## config.mk

```make
export PLATFORM = sky130hd
export DESIGN_NAME = arithmetic_unit_flat
export DESIGN_NICKNAME = d
export VERILOG_FILES = /design/src/rtl/arith_pkg.sv /design/src/rtl/arithmetic_unit_if.sv /design/src/rtl/arith_divider.sv /design/src/rtl/arithmetic_unit.sv /design/src/flat_wrapper.sv
export SDC_FILE = /design/constraint.sdc
export NUM_CORES = 1
export LEC_CHECK = 0
export CORE_UTILIZATION = 47
export CTS_CLUSTER_DIAMETER = 80
export DETAILED_ROUTE_END_ITERATION = 12
export HOLD_SLACK_MARGIN = 0.03
export PLACE_DENSITY = 0.79
export SKIP_LAST_GASP = 1
export SLEW_MARGIN = 20
export SYNTH_ARGS = -nofsm -noshare
export SYNTH_HDL_FRONTEND = slang
export SYNTH_SLANG_ARGS = --single-unit
```

## constraint.sdc

```tcl
create_clock -name clk -period 4.29 [get_ports clk]
set_clock_uncertainty 0.15 [all_clocks]
set_input_delay 1.0725 -clock clk [delete_from_list [all_inputs] [get_ports clk]]
set_output_delay 1.0725 -clock clk [all_outputs]
set_load 0.05 [all_outputs]
```

## src/rtl/arith_pkg.sv

```systemverilog
// rtl/arith_pkg.sv - shared constants and divider state type for arithmetic_unit
package arith_pkg;

   localparam int DEFAULT_WIDTH = 4;

   // Sliced to WIDTH at the point of use; wide enough for any practical operand width.
   localparam logic [31:0] DIV0_QUOTIENT = '1;

   typedef enum logic [1:0] {
      IDLE,
      BUSY,
      DONE
   } div_state_t;

endpackage

```

## src/rtl/arithmetic_unit_if.sv

```systemverilog
// rtl/arithmetic_unit_if.sv - operand/result bundle between a requester and arithmetic_unit
interface arithmetic_unit_if
   import arith_pkg::*;
#(
   parameter int WIDTH = DEFAULT_WIDTH
);
   logic                 in_valid;
   logic                 in_ready;
   logic [WIDTH-1:0]     a;
   logic [WIDTH-1:0]     b;
   logic [2*WIDTH-1:0]   ym;
   logic [WIDTH-1:0]     ya;
   logic [WIDTH-1:0]     ys;
   logic [WIDTH-1:0]     yd;
   logic [WIDTH-1:0]     ymod;
   logic                 div_by_zero;
   logic                 out_valid;

   modport master (
      output in_valid, a, b,
      input  in_ready, ym, ya, ys, yd, ymod, div_by_zero, out_valid
   );

   modport slave (
      input  in_valid, a, b,
      output in_ready, ym, ya, ys, yd, ymod, div_by_zero, out_valid
   );

endinterface

```

## src/rtl/arith_divider.sv

```systemverilog
// rtl/arith_divider.sv - restoring divider, one quotient bit per cycle
// Compiled only with ARITH_DIV_EN defined.
`ifdef ARITH_DIV_EN
module arith_divider
   import arith_pkg::*;
#(
   parameter int WIDTH = DEFAULT_WIDTH
) (
   input  logic             clk,
   input  logic             rst,
   input  logic             start,
   input  logic [WIDTH-1:0] dividend,
   input  logic [WIDTH-1:0] divisor,
   output logic [WIDTH-1:0] quotient,
   output logic [WIDTH-1:0] remainder,
   output logic             done
);
   localparam int CNT_W = $clog2(WIDTH + 1);

   div_state_t       state, next_state;
   logic [WIDTH-1:0] rem_q, quo_q, dvs_q;
   logic [CNT_W-1:0] cnt_q;

   logic             load;
   logic [WIDTH-1:0] step_rem, step_quo, step_dvs;
   logic [WIDTH:0]   trial, diff;
   logic             ge;
   logic [WIDTH-1:0] new_rem, new_quo;

   // The first quotient bit is produced on the load edge so the last one lands
   // WIDTH-1 edges later, leaving the DONE cycle for the top to register results.
   assign load     = (state == IDLE) && start;
   assign step_rem = load ? '0 : rem_q;
   assign step_quo = load ? dividend : quo_q;
   assign step_dvs = load ? divisor : dvs_q;

   assign trial   = {step_rem, step_quo[WIDTH-1]};
   assign diff    = trial - {1'b0, step_dvs};
   assign ge      = trial >= {1'b0, step_dvs};
   assign new_rem = ge ? diff[WIDTH-1:0] : trial[WIDTH-1:0];
   assign new_quo = (step_quo << 1) | WIDTH'(ge);

   always_ff @(posedge clk) begin
      if (rst) state <= IDLE;
      else     state <= next_state;
   end

   always_comb begin
      next_state = state;
      done       = 1'b0;
      case (state)
         IDLE: if (start) next_state = (WIDTH == 1) ? DONE : BUSY;
         BUSY: if (cnt_q == CNT_W'(1)) next_state = DONE;
         DONE: begin
            done       = 1'b1;
            next_state = IDLE;
         end
         default: next_state = IDLE;
      endcase
   end

   always_ff @(posedge clk) begin
      if (rst) begin
         rem_q <= '0;
         quo_q <= '0;
         dvs_q <= '0;
         cnt_q <= '0;
      end else if (load) begin
         rem_q <= new_rem;
         quo_q <= new_quo;
         dvs_q <= divisor;
         cnt_q <= CNT_W'(WIDTH - 1);
      end else if (state == BUSY) begin
         rem_q <= new_rem;
         quo_q <= new_quo;
         cnt_q <= cnt_q - CNT_W'(1);
      end
   end

   assign quotient  = quo_q;
   assign remainder = rem_q;

endmodule
`endif

```

## src/rtl/arithmetic_unit.sv

```systemverilog
// rtl/arithmetic_unit.sv - registered add/sub/mul with optional iterative divide
// Optional divider enabled by defining ARITH_DIV_EN.
module arithmetic_unit
   import arith_pkg::*;
#(
   parameter int WIDTH = DEFAULT_WIDTH
) (
   input  logic             clk,
   input  logic             rst,
   arithmetic_unit_if.slave bus
);
   logic [WIDTH-1:0]   sum_w, diff_w;
   logic [2*WIDTH-1:0] prod_w;
   logic               accept;

   logic [2*WIDTH-1:0] ym_q;
   logic [WIDTH-1:0]   ya_q, ys_q;
   logic               out_valid_q;

   assign sum_w  = bus.a + bus.b;
   assign diff_w = bus.a - bus.b;
   assign prod_w = {{WIDTH{1'b0}}, bus.a} * {{WIDTH{1'b0}}, bus.b};
   assign accept = bus.in_valid && bus.in_ready;

   assign bus.ym        = ym_q;
   assign bus.ya        = ya_q;
   assign bus.ys        = ys_q;
   assign bus.out_valid = out_valid_q;

`ifdef ARITH_DIV_EN
   logic               busy_q;
   logic [2*WIDTH-1:0] ym_p;
   logic [WIDTH-1:0]   ya_p, ys_p;
   logic               dbz_p;
   logic [WIDTH-1:0]   yd_q, ymod_q;
   logic               dbz_q;
   logic [WIDTH-1:0]   quotient, remainder;
   logic               div_done;

   arith_divider #(.WIDTH(WIDTH)) u_div (
      .clk       (clk),
      .rst       (rst),
      .start     (accept),
      .dividend  (bus.a),
      .divisor   (bus.b),
      .quotient  (quotient),
      .remainder (remainder),
      .done      (div_done)
   );

   assign bus.in_ready    = !busy_q;
   assign bus.yd          = yd_q;
   assign bus.ymod        = ymod_q;
   assign bus.div_by_zero = dbz_q;

   // add/sub/mul are parked at capture and released together with the quotient.
   always_ff @(posedge clk) begin
      if (rst) begin
         busy_q      <= 1'b0;
         ym_p        <= '0;
         ya_p        <= '0;
         ys_p        <= '0;
         dbz_p       <= 1'b0;
         ym_q        <= '0;
         ya_q        <= '0;
         ys_q        <= '0;
         yd_q        <= '0;
         ymod_q      <= '0;
         dbz_q       <= 1'b0;
         out_valid_q <= 1'b0;
      end else begin
         out_valid_q <= div_done;
         if (accept) begin
            busy_q <= 1'b1;
            ym_p   <= prod_w;
            ya_p   <= sum_w;
            ys_p   <= diff_w;
            dbz_p  <= (bus.b == '0);
         end
         if (div_done) begin
            busy_q <= 1'b0;
            ym_q   <= ym_p;
            ya_q   <= ya_p;
            ys_q   <= ys_p;
            yd_q   <= dbz_p ? DIV0_QUOTIENT[WIDTH-1:0] : quotient;
            ymod_q <= remainder;
            dbz_q  <= dbz_p;
         end
      end
   end
`else
   assign bus.in_ready    = 1'b1;
   assign bus.yd          = '0;
   assign bus.ymod        = '0;
   assign bus.div_by_zero = 1'b0;

   always_ff @(posedge clk) begin
      if (rst) begin
         ym_q        <= '0;
         ya_q        <= '0;
         ys_q        <= '0;
         out_valid_q <= 1'b0;
      end else begin
         out_valid_q <= accept;
         if (accept) begin
            ym_q <= prod_w;
            ya_q <= sum_w;
            ys_q <= diff_w;
         end
      end
   end
`endif

endmodule

```

## src/flat_wrapper.sv

```systemverilog
// flat-port wrapper written by rule: the top's interface ports become plain ports
module arithmetic_unit_flat import arith_pkg::*;
#(
   parameter int WIDTH = DEFAULT_WIDTH
)
  (clk, rst, bus_in_valid, bus_a, bus_b, bus_in_ready, bus_ym, bus_ya, bus_ys, bus_yd, bus_ymod, bus_div_by_zero, bus_out_valid);
  arithmetic_unit_if #(.WIDTH(WIDTH)) bus_i ();
  input  logic clk;
  input  logic rst;
  input wire logic [$bits(bus_i.in_valid)-1:0] bus_in_valid;
  input wire logic [$bits(bus_i.a)-1:0] bus_a;
  input wire logic [$bits(bus_i.b)-1:0] bus_b;
  output wire logic [$bits(bus_i.in_ready)-1:0] bus_in_ready;
  output wire logic [$bits(bus_i.ym)-1:0] bus_ym;
  output wire logic [$bits(bus_i.ya)-1:0] bus_ya;
  output wire logic [$bits(bus_i.ys)-1:0] bus_ys;
  output wire logic [$bits(bus_i.yd)-1:0] bus_yd;
  output wire logic [$bits(bus_i.ymod)-1:0] bus_ymod;
  output wire logic [$bits(bus_i.div_by_zero)-1:0] bus_div_by_zero;
  output wire logic [$bits(bus_i.out_valid)-1:0] bus_out_valid;
  assign bus_i.in_valid = bus_in_valid;
  assign bus_i.a = bus_a;
  assign bus_i.b = bus_b;
  assign bus_in_ready = bus_i.in_ready;
  assign bus_ym = bus_i.ym;
  assign bus_ya = bus_i.ya;
  assign bus_ys = bus_i.ys;
  assign bus_yd = bus_i.yd;
  assign bus_ymod = bus_i.ymod;
  assign bus_div_by_zero = bus_i.div_by_zero;
  assign bus_out_valid = bus_i.out_valid;
  arithmetic_unit #(.WIDTH(WIDTH)) u_core (.clk(clk), .rst(rst), .bus(bus_i));
endmodule
```

==> flow_summary.yaml, run 1 <==
die:
  start_util_pct: 51.2
  fp.dieArea_um2: 2990
  die_width_um: 54.7
  io_pins: 38
  core-area_um2: 2540
  fp-row-count: 18
  die_h_um: 54.7
route:
  vias_per_cell: 5.25
  drt-initial-drc-count: 26
  wl_per_cell_um: 12.6
  antenna_left: 0
  route.vias.total: 1065
  m1WireLength_um: 1130
  drt_first_pass_iters: 4
  drt_drc_violations_left: 0
  wl_met3_um: 151
  top_layer: "met4"
  wirelength_um: 2560
  wl_met2_um: 1220
cts:
  hold_buffers: 0
  root_buffer: "clkbuf_4"
  cts.repair.resized: 0
  clockBufferDepth: 2
  clkTransAtPathRegs_ns: 0.11
  cts_buffers: 3
  clk_latency_ns: 0.30
  cts_setup_buffers: 0
  clkSinkCount: 16
  htreeDepth: 1
  cts_tree: "done"
timing:
  fin_crit_sh_pct: 89.2
  rsz0062_at_grt: "false"
  timing.final.crit_period_ns: 3.82
  maxSlewHeadroom_pct: 57.1
  fin_hold_ws_ns: 0.332
  fmax_mhz: 261
  setup_tns_ns: 0
  setup_ws_ns: 0.465
  setup_viol: 0
  slew_violations: 0
  tightest_slew_ns: 0.642
  hold_viol_final: 0
hold_path:
  worstHoldPathCells: 2
  min_from: "u_core.bus.ym[3]$_SDFFE_PP0P_"
  holdPathEnd: "u_core.bus.ym[3]$_SDFFE_PP0P_"
  hp-class: "reg2reg"
critical_path:
  cp_num_cells: 10
  reg2reg_to: "u_core.bus.ym[5]$_SDFFE_PP0P_"
  crit_buf_inv: 3
  reg2regPathDepth: 2
  worst_ep_arrival_time_ns: 3.85
  cpMostUsedCell: "fa_1"
  worstPathRequired_ns: 4.31
  cp-start-kind: "primary input"
  critPathSlowestCell: "fa_1"
  path_cells: "clkdlybuf4s50_1, nand2_1, fa_1, inv_1, fa_1, inv_1, fa_1, nand2b_1, a21oi_1, o311ai_1"
  critPathTopFamily: "adder cells"
  reg2reg_from: "u_core.bus.ym[5]$_SDFFE_PP0P_"
  crit_path_end_kind: "flop"
  path_class: "in2reg"
  crit_fanout: 4
  reg2reg_slack_ns: 3.44
  cpPeakStageDelay_ns: 0.56
power:
  power.total_mw: 0.490
  power.density_nw_per_um2: 307
  vdd_drop_max_v: 0.000318
  power.leakage_nw: 0.720
placement:
  pre_cts_slack_ns: 0.161
  placed_area_um2: 1560
  dp_hpwl_um: 2020
  io_buffers: 27
  dp.cells: 199
  gp_congestion: 0.888
yosys:
  synth-seq-cells: 16
  avgSynthCellArea_um2: 8.93
  ys_types: 31
  syn_area_um2: 1300
  netlist_instances: 146
  ys_warn_count: 0
  yosysSeqAreaShare_pct: 24.6
finish:
  fin_area_um2: 1600
  postLayoutCoreUtil_pct: 62.8
  fin_nets: 210
  antenna_cells: 0
  final_cell_mix: "clkdlybuf4s50_1, ha_1, inv_1, dfxtp_1, nor2_1"
  area_growth_pct: 22.6
  multiInputGateArea_um2: 852
  fill_cells: 214
  final_common_cell: "clkdlybuf4s50_1"
  drive_gt1_share_pct: 4.62
  seq_area_um2: 320
  final_cells: 203
global_route:
  antenna_found_initial: 0
  grt_max_degree: 19
  grt_pass1_vias: 975
  gr-usage-all-layers_pct: 19.7
  grt_overflow: 0
  grt_pass1_wl_um: 4180
outcome:
  outcome: "finished clean"
job:
  max-cap-violations: 0
-- per-layer routing --
layer / up-vias / track usage [%]
met5: - / 0
li1: 528 / -
met4: 0 / 7.69
met3: 6 / 5.83
met1: 494 / 24.0
met2: 37 / 32.3
-- flip-flops by register name, summed over array words and instances (netlist names) --
| register | count |
|---|---|
| u_core.bus.out_valid | 1 |
| u_core.bus.ys | 4 |
| u_core.bus.ya | 3 |
| u_core.bus.ym | 8 |
-- layout make-up --
cell class | instances | area share, %
sequential | 16 | 20.0
timing repair buffer | 30 | 18.3
clock buffer | 4 | 2.27
tap | 30 | 2.35
inverter | 16 | 3.76
multi-input combinational | 107 | 53.3
-- kinds of logic (layout without fill, tap and decap cells) --
group	Yosys count	in the layout	share of synthesized area [%]
other	2	10	0.576
xor gates and xnor gates	3	3	2.02
adders and majority gates	25	25	27.4
and+or+nand+nor	45	45	18.3
DFF	16	16	24.6
AOI/OAI and AO/OA	19	19	10.8
muxes	5	5	3.84
buffers and inverters	31	50	12.4
-- synthesized netlist by cell type (all sizes together) --
library cell	instances	share of area [%]
nand2	7	2.0
clkbuf	1	0.29
inv	16	4.6
a211oi	6	3.5
or4	2	1.2
nor3	3	1.2
xnor2	3	2.0
nand3b	4	2.6
a21oi	4	1.5
dfxtp	16	25
o2111ai	1	0.67
nor2b	2	0.96
a211o	1	0.67
o21ai	1	0.38
and2	5	2.4
fa	6	9.2
nor3b	2	1.2
buf	14	7.5
or3b	1	0.67
ha	19	18
nand2b	3	1.4
o311ai	3	2.0
mux2i	5	3.8
nand4	1	0.48
conb	2	0.58
o211ai	1	0.58
nor2	15	4.3
o2111a	1	0.86
o221ai	1	0.67
-- worst reg2reg max path: cells and delay by family, from the launching register on --
family	cells	cell delay (ns)
buf+inv	1	0.04
compound gates	1	0.23
flops	1	0.34
-- worst max path at each step --
stage	from	endpoint	slack (ns)
after floorplan	bus_b[3]	u_core.bus.ym[6]$_SDFFE_PP0P_	0.83
after global placement	bus_b[3]	u_core.bus.ym[6]$_SDFFE_PP0P_	0.23
after detailed placement	bus_b[3]	u_core.bus.ym[6]$_SDFFE_PP0P_	0.16
after CTS	bus_b[3]	u_core.bus.ym[6]$_SDFFE_PP0P_	0.45
after global routing	bus_b[3]	u_core.bus.ym[6]$_SDFFE_PP0P_	0.35
final	bus_b[3]	u_core.bus.ym[6]$_SDFFE_PP0P_	0.47
-- where the power goes --
group	switching (mW)	internal [mW]	leakage, nW
clock	0.0556	0.0518	0.0210
combinational	0.138	0.0764	0.566
sequential	0.00646	0.162	0.132
total	0.200	0.291	0.720
(Power assumes the default switching activity.)
==> run 2: changes to the inputs <==
Settings changed: CAP_MARGIN set to 20, CTS_CLUSTER_DIAMETER 80 to 30.
Clock period 4.29 ns to 3.7 ns, I/O delays scaled along.
==> run 2 against run 1 <==
  * Wire length grew 2.7%
  * Worst hold slack lost 0.0018 ns
  * Register-to-register slack lost 0.60 ns
  * Sequential cell count is the same
  * Largest power group unchanged
==> flow_summary.yaml, run 2 (synthesis results as in run 1) <==
outcome:
  outcome: "finished clean"
finish:
  final_common_cell: "clkdlybuf4s50_1"
  antenna_cells: 0
  final_cell_mix: "clkdlybuf4s50_1, ha_1, inv_1, dfxtp_1, nor2_1"
  area_growth_pct: 29.5
  fin_nets: 220
  fill_cells: 204
  drive_gt1_share_pct: 10.9
  seq_area_um2: 320
  fin_area_um2: 1690
  multiInputGateArea_um2: 863
  largest_reg_flops: 8
timing:
  setup_viol: 0
  tightest_slew_ns: 0.542
  fmax_mhz: 276
  rsz0062_at_grt: "false"
  timing.final.crit_period_ns: 3.62
  fin_crit_sh_pct: 97.9
  hold_viol_final: 0
  setup_tns_ns: 0
  slew_violations: 0
  maxSlewHeadroom_pct: 63.8
route:
  antenna_left: 0
  drt_drc_violations_left: 0
  wl_per_cell_um: 12.3
  drt_first_pass_iters: 4
  route.vias.total: 1098
  vias_per_cell: 5.15
  wirelength_um: 2630
  drt-initial-drc-count: 18
die:
  die_width_um: 54.7
  start_util_pct: 51.2
  die_h_um: 54.7
  fp.dieArea_um2: 2990
  io_pins: 38
  fp-row-count: 18
  core-area_um2: 2540
hold_path:
  hp-class: "reg2reg"
cts:
  cts_buffers: 3
  clk_latency_ns: 0.28
  clkTransAtPathRegs_ns: 0.10
  hold_buffers: 0
  htreeDepth: 1
  clkSinkCount: 16
  cts_tree: "done"
  clockBufferDepth: 2
  cts.repair.resized: 0
  root_buffer: "clkbuf_4"
  cts_setup_buffers: 0
global_route:
  grt_overflow: 0
  grt_pass1_vias: 1025
  grt_pass1_wl_um: 4360
  grt_max_degree: 19
  antenna_found_initial: 0
  gr-usage-all-layers_pct: 20.5
job:
  max-cap-violations: 0
placement:
  io_buffers: 27
  dp_hpwl_um: 2130
  placed_area_um2: 1640
  gp_congestion: 0.901
critical_path:
  crit_fanout: 4
  path_class: "in2reg"
  worst_ep_arrival_time_ns: 3.67
  crit_buf_inv: 3
  critPathSlowestCell: "fa_1"
  path_cells: "clkdlybuf4s50_1, nand2_1, fa_1, inv_1, fa_1, ha_1, a211oi_1, buf_4, or4_4, o311ai_2"
  cpMostUsedCell: "fa_1"
  cpPeakStageDelay_ns: 0.54
  cp-start-kind: "primary input"
  crit_path_end_kind: "flop"
  critPathTopFamily: "adder cells"
  worstPathRequired_ns: 3.75
power:
  power.leakage_nw: 0.781
  vdd_drop_max_v: 0.000271
  power.density_nw_per_um2: 344
## run 2: power by group
group          internal, mW  switching, mW  total (mW)
Sequential            0.188        0.00764       0.196
Clock                0.0599         0.0580       0.118
Combinational         0.103          0.164       0.266
## run 2: worst paths after layout
check / startpoint / to / slack, ns / depth (start not counted)
setup / recovery: bus_a[0] / u_core.bus.ym[5]$_SDFFE_PP0P_ / 0.08 / 10
hold / removal: u_core.bus.ya[1]$_SDFFE_PP0P_ / u_core.bus.ya[1]$_SDFFE_PP0P_ / 0.33 / 2
setup reg to reg: u_core.bus.ym[5]$_SDFFE_PP0P_ / u_core.bus.ym[5]$_SDFFE_PP0P_ / 2.84 / 2
hold reg to reg: u_core.bus.ya[1]$_SDFFE_PP0P_ / u_core.bus.ya[1]$_SDFFE_PP0P_ / 0.33 / 2
## run 2: worst register-to-register path, cell delays in order (launching register included)
cell and delay [ns]:
dfxtp_1 0.34, inv_1 0.05, o311ai_2 0.23
## run 2: final cells by class
class / count / area share, %
Inverter: 16 / 3.56
Tap cell: 30 / 2.22
Clock buffer: 4 / 2.15
Sequential cell: 16 / 19.0
Timing Repair Buffer: 40 / 21.9
Multi-Input combinational cell: 107 / 51.1
## run 2: metal layers
| metal | track usage [%] | wire, um | vias to the layer above |
|---|---|---|---|
| li1 | - | - | 550 |
| met1 | 24.2 | 1160 | 515 |
| met2 | 37.1 | 1340 | 31 |
| met3 | 3.06 | 118 | 2 |
| met4 | 6.41 | 15 | 0 |
| met5 | 0 | 0 | - |
## run 2: metrics by stage
step	power, mW	setup slack, ns	util [%]	hold WS [ns]	instances
floorplan	0.384	0.390	-	0.545	154
global placement	0.457	-0.200	64.4	0.320	209
detailed placement	0.463	-0.272	64.4	0.322	209
CTS	0.583	0.0232	65.8	0.335	213
global route	0.616	0.0183	66.3	0.363	213
finish	0.580	0.0794	66.3	0.330	213
==> run 3: changes to the inputs <==
Settings changed: CELL_PAD_IN_SITES_DETAIL_PLACEMENT set to 1, CELL_PAD_IN_SITES_GLOBAL_PLACEMENT set to 1, CORE_UTILIZATION 47 to 35, CTS_CLUSTER_DIAMETER 30 to unset, PLACE_DENSITY 0.79 to 0.8.
==> run 3 against run 2 <==
  * Clock power increased by 36%
  * Wire length increased by 20%
  * Register-to-register slack about the same
  * Critical path depth increased by 1
  * Largest power group unchanged
  * Worst hold slack improved by 0.0050 ns
  * Non-clock buffer count decreased by 2
  * Utilization decreased by 17 points
==> flow_summary.yaml, run 3 (synthesis results as in run 1) <==
die:
  start_util_pct: 37.9
  die_width_um: 63.0
  fp.dieArea_um2: 3970
  io_pins: 38
  fp-row-count: 21
  die_h_um: 63.0
  core-area_um2: 3440
route:
  drt_first_pass_iters: 3
  wl_per_cell_um: 13.9
  drt-initial-drc-count: 12
  drt_drc_violations_left: 0
  antenna_left: 0
  wirelength_um: 3150
  route.vias.total: 1096
  vias_per_cell: 4.83
finish:
  final_cell_mix: "clkdlybuf4s50_1, ha_1, inv_1, dfxtp_1, nor2_1"
  area_growth_pct: 31.2
  fill_cells: 426
  multiInputGateArea_um2: 860
  fin_nets: 218
  drive_gt1_share_pct: 9.94
  antenna_cells: 0
  fin_area_um2: 1710
  largest_reg_flops: 8
  final_common_cell: "clkdlybuf4s50_1"
  seq_area_um2: 320
cts:
  cts_tree: "done"
  clockBufferDepth: 2
  clkSinkCount: 16
  clkTransAtPathRegs_ns: 0.07
  htreeDepth: 1
  clk_latency_ns: 0.25
  cts_buffers: 3
  cts_setup_buffers: 0
  root_buffer: "clkbuf_8"
  hold_buffers: 0
timing:
  maxSlewHeadroom_pct: 61.1
  setup_viol: 0
  fin_hold_ws_ns: 0.335
  fmax_mhz: 281
  slew_violations: 0
  hold_viol_final: 0
  tightest_slew_ns: 0.582
  timing.final.crit_period_ns: 3.56
  setup_ws_ns: 0.137
  rsz0062_at_grt: "true"
  fin_crit_sh_pct: 96.3
outcome:
  outcome: "finished clean"
power:
  power.leakage_nw: 0.786
  power.density_nw_per_um2: 364
  power.total_mw: 0.623
  vdd_drop_max_v: 0.000236
critical_path:
  reg2reg_slack_ns: 2.83
  path_cells: "clkdlybuf4s50_1, buf_4, ha_1, inv_1, fa_1, inv_1, ha_1, ha_1, nor2_1, or4_1, o311ai_1"
  reg2reg_from: "u_core.bus.ym[5]$_SDFFE_PP0P_"
  worstPathRequired_ns: 3.71
  cpPeakStageDelay_ns: 0.50
  path_class: "in2reg"
  reg2regPathDepth: 2
  critPathSlowestCell: "fa_1"
  cpMostUsedCell: "ha_1"
  worst_ep_arrival_time_ns: 3.57
  cp-start-kind: "primary input"
  reg2reg_to: "u_core.bus.ym[5]$_SDFFE_PP0P_"
  crit_fanout: 4
  crit_path_end_kind: "flop"
job:
  max-cap-violations: 0
global_route:
  grt_pass1_wl_um: 5550
  grt_overflow: 0
  antenna_found_initial: 0
  gr-usage-all-layers_pct: 17.5
  grt_max_degree: 19
  grt_pass1_vias: 1222
hold_path:
  hp-class: "reg2reg"
  worstHoldPathCells: 2
  min_from: "u_core.bus.ym[3]$_SDFFE_PP0P_"
  holdPathEnd: "u_core.bus.ym[3]$_SDFFE_PP0P_"
placement:
  placed_area_um2: 1640
  gp_congestion: 0.774
  dp_hpwl_um: 2540
  io_buffers: 27
  pre_cts_slack_ns: -0.353
## run 3: critical path: cells and delay by family
kind / cells / cell delay [ns]
fa+ha+maj: 4 / 1.31
buf+inv: 4 / 0.71
simple gates: 2 / 0.53
compound gates: 1 / 0.10
## run 3: where the power goes
part           internal (mW)  leakage (nW)  total, mW  switching, mW
Sequential             0.189         0.132      0.197        0.00808
Clock                 0.0945        0.0288      0.160         0.0650
Combinational          0.101         0.624      0.267          0.167
## run 3: timing repair
action                                  in CTS  in global routing
gates resized for setup                      1                  3
pin swaps                                    1                  2
endpoints found under the setup margin       3                  3
## run 3: metal layers
| metal | wire length (um) | track usage [%] | part of all wire [%] | vias to the layer above |
|---|---|---|---|---|
| li1 | - | - | - | 543 |
| met1 | 1260 | 19.1 | 40 | 526 |
| met2 | 1760 | 35.1 | 56 | 25 |
| met3 | 124 | 3.83 | 3.9 | 2 |
| met4 | 8 | 0.872 | 0.25 | 0 |
| met5 | 0 | 0 | 0 | - |
## run 3: metrics by stage
| stage | setup TNS [ns] | cells | util [%] |
|---|---|---|---|
| finish | 0 | 227 | 49.7 |
| global placement | -0.652 | 223 | 47.7 |
| global route | -0.00631 | 227 | 49.7 |
| CTS | 0 | 227 | 49.5 |
| floorplan | 0 | 154 | - |
| detailed placement | -1.19 | 223 | 47.7 |
## run 3: layout make-up
| cell class | instances | share of cell area [%] |
|---|---|---|
| timing repair buffer | 38 | 20.9 |
| sequential | 16 | 18.7 |
| inverter | 16 | 3.51 |
| clock buffer | 4 | 3.22 |
| tap | 46 | 3.37 |
| multi-input combinational | 107 | 50.3 |
## run 3: worst max-delay path by stage
stage / endpoint / slack (ns) / startpoint
after floorplan: u_core.bus.ym[6]$_SDFFE_PP0P_ / 0.39 / bus_b[3]
after global placement: u_core.bus.ym[7]$_SDFFE_PP0P_ / -0.20 / bus_a[0]
after detailed placement: u_core.bus.ym[7]$_SDFFE_PP0P_ / -0.35 / bus_a[0]
after CTS: u_core.bus.ym[6]$_SDFFE_PP0P_ / 0.03 / bus_a[0]
after global routing: u_core.bus.ym[6]$_SDFFE_PP0P_ / -0.006 / bus_b[3]
final: u_core.bus.ym[5]$_SDFFE_PP0P_ / 0.14 / bus_a[2]
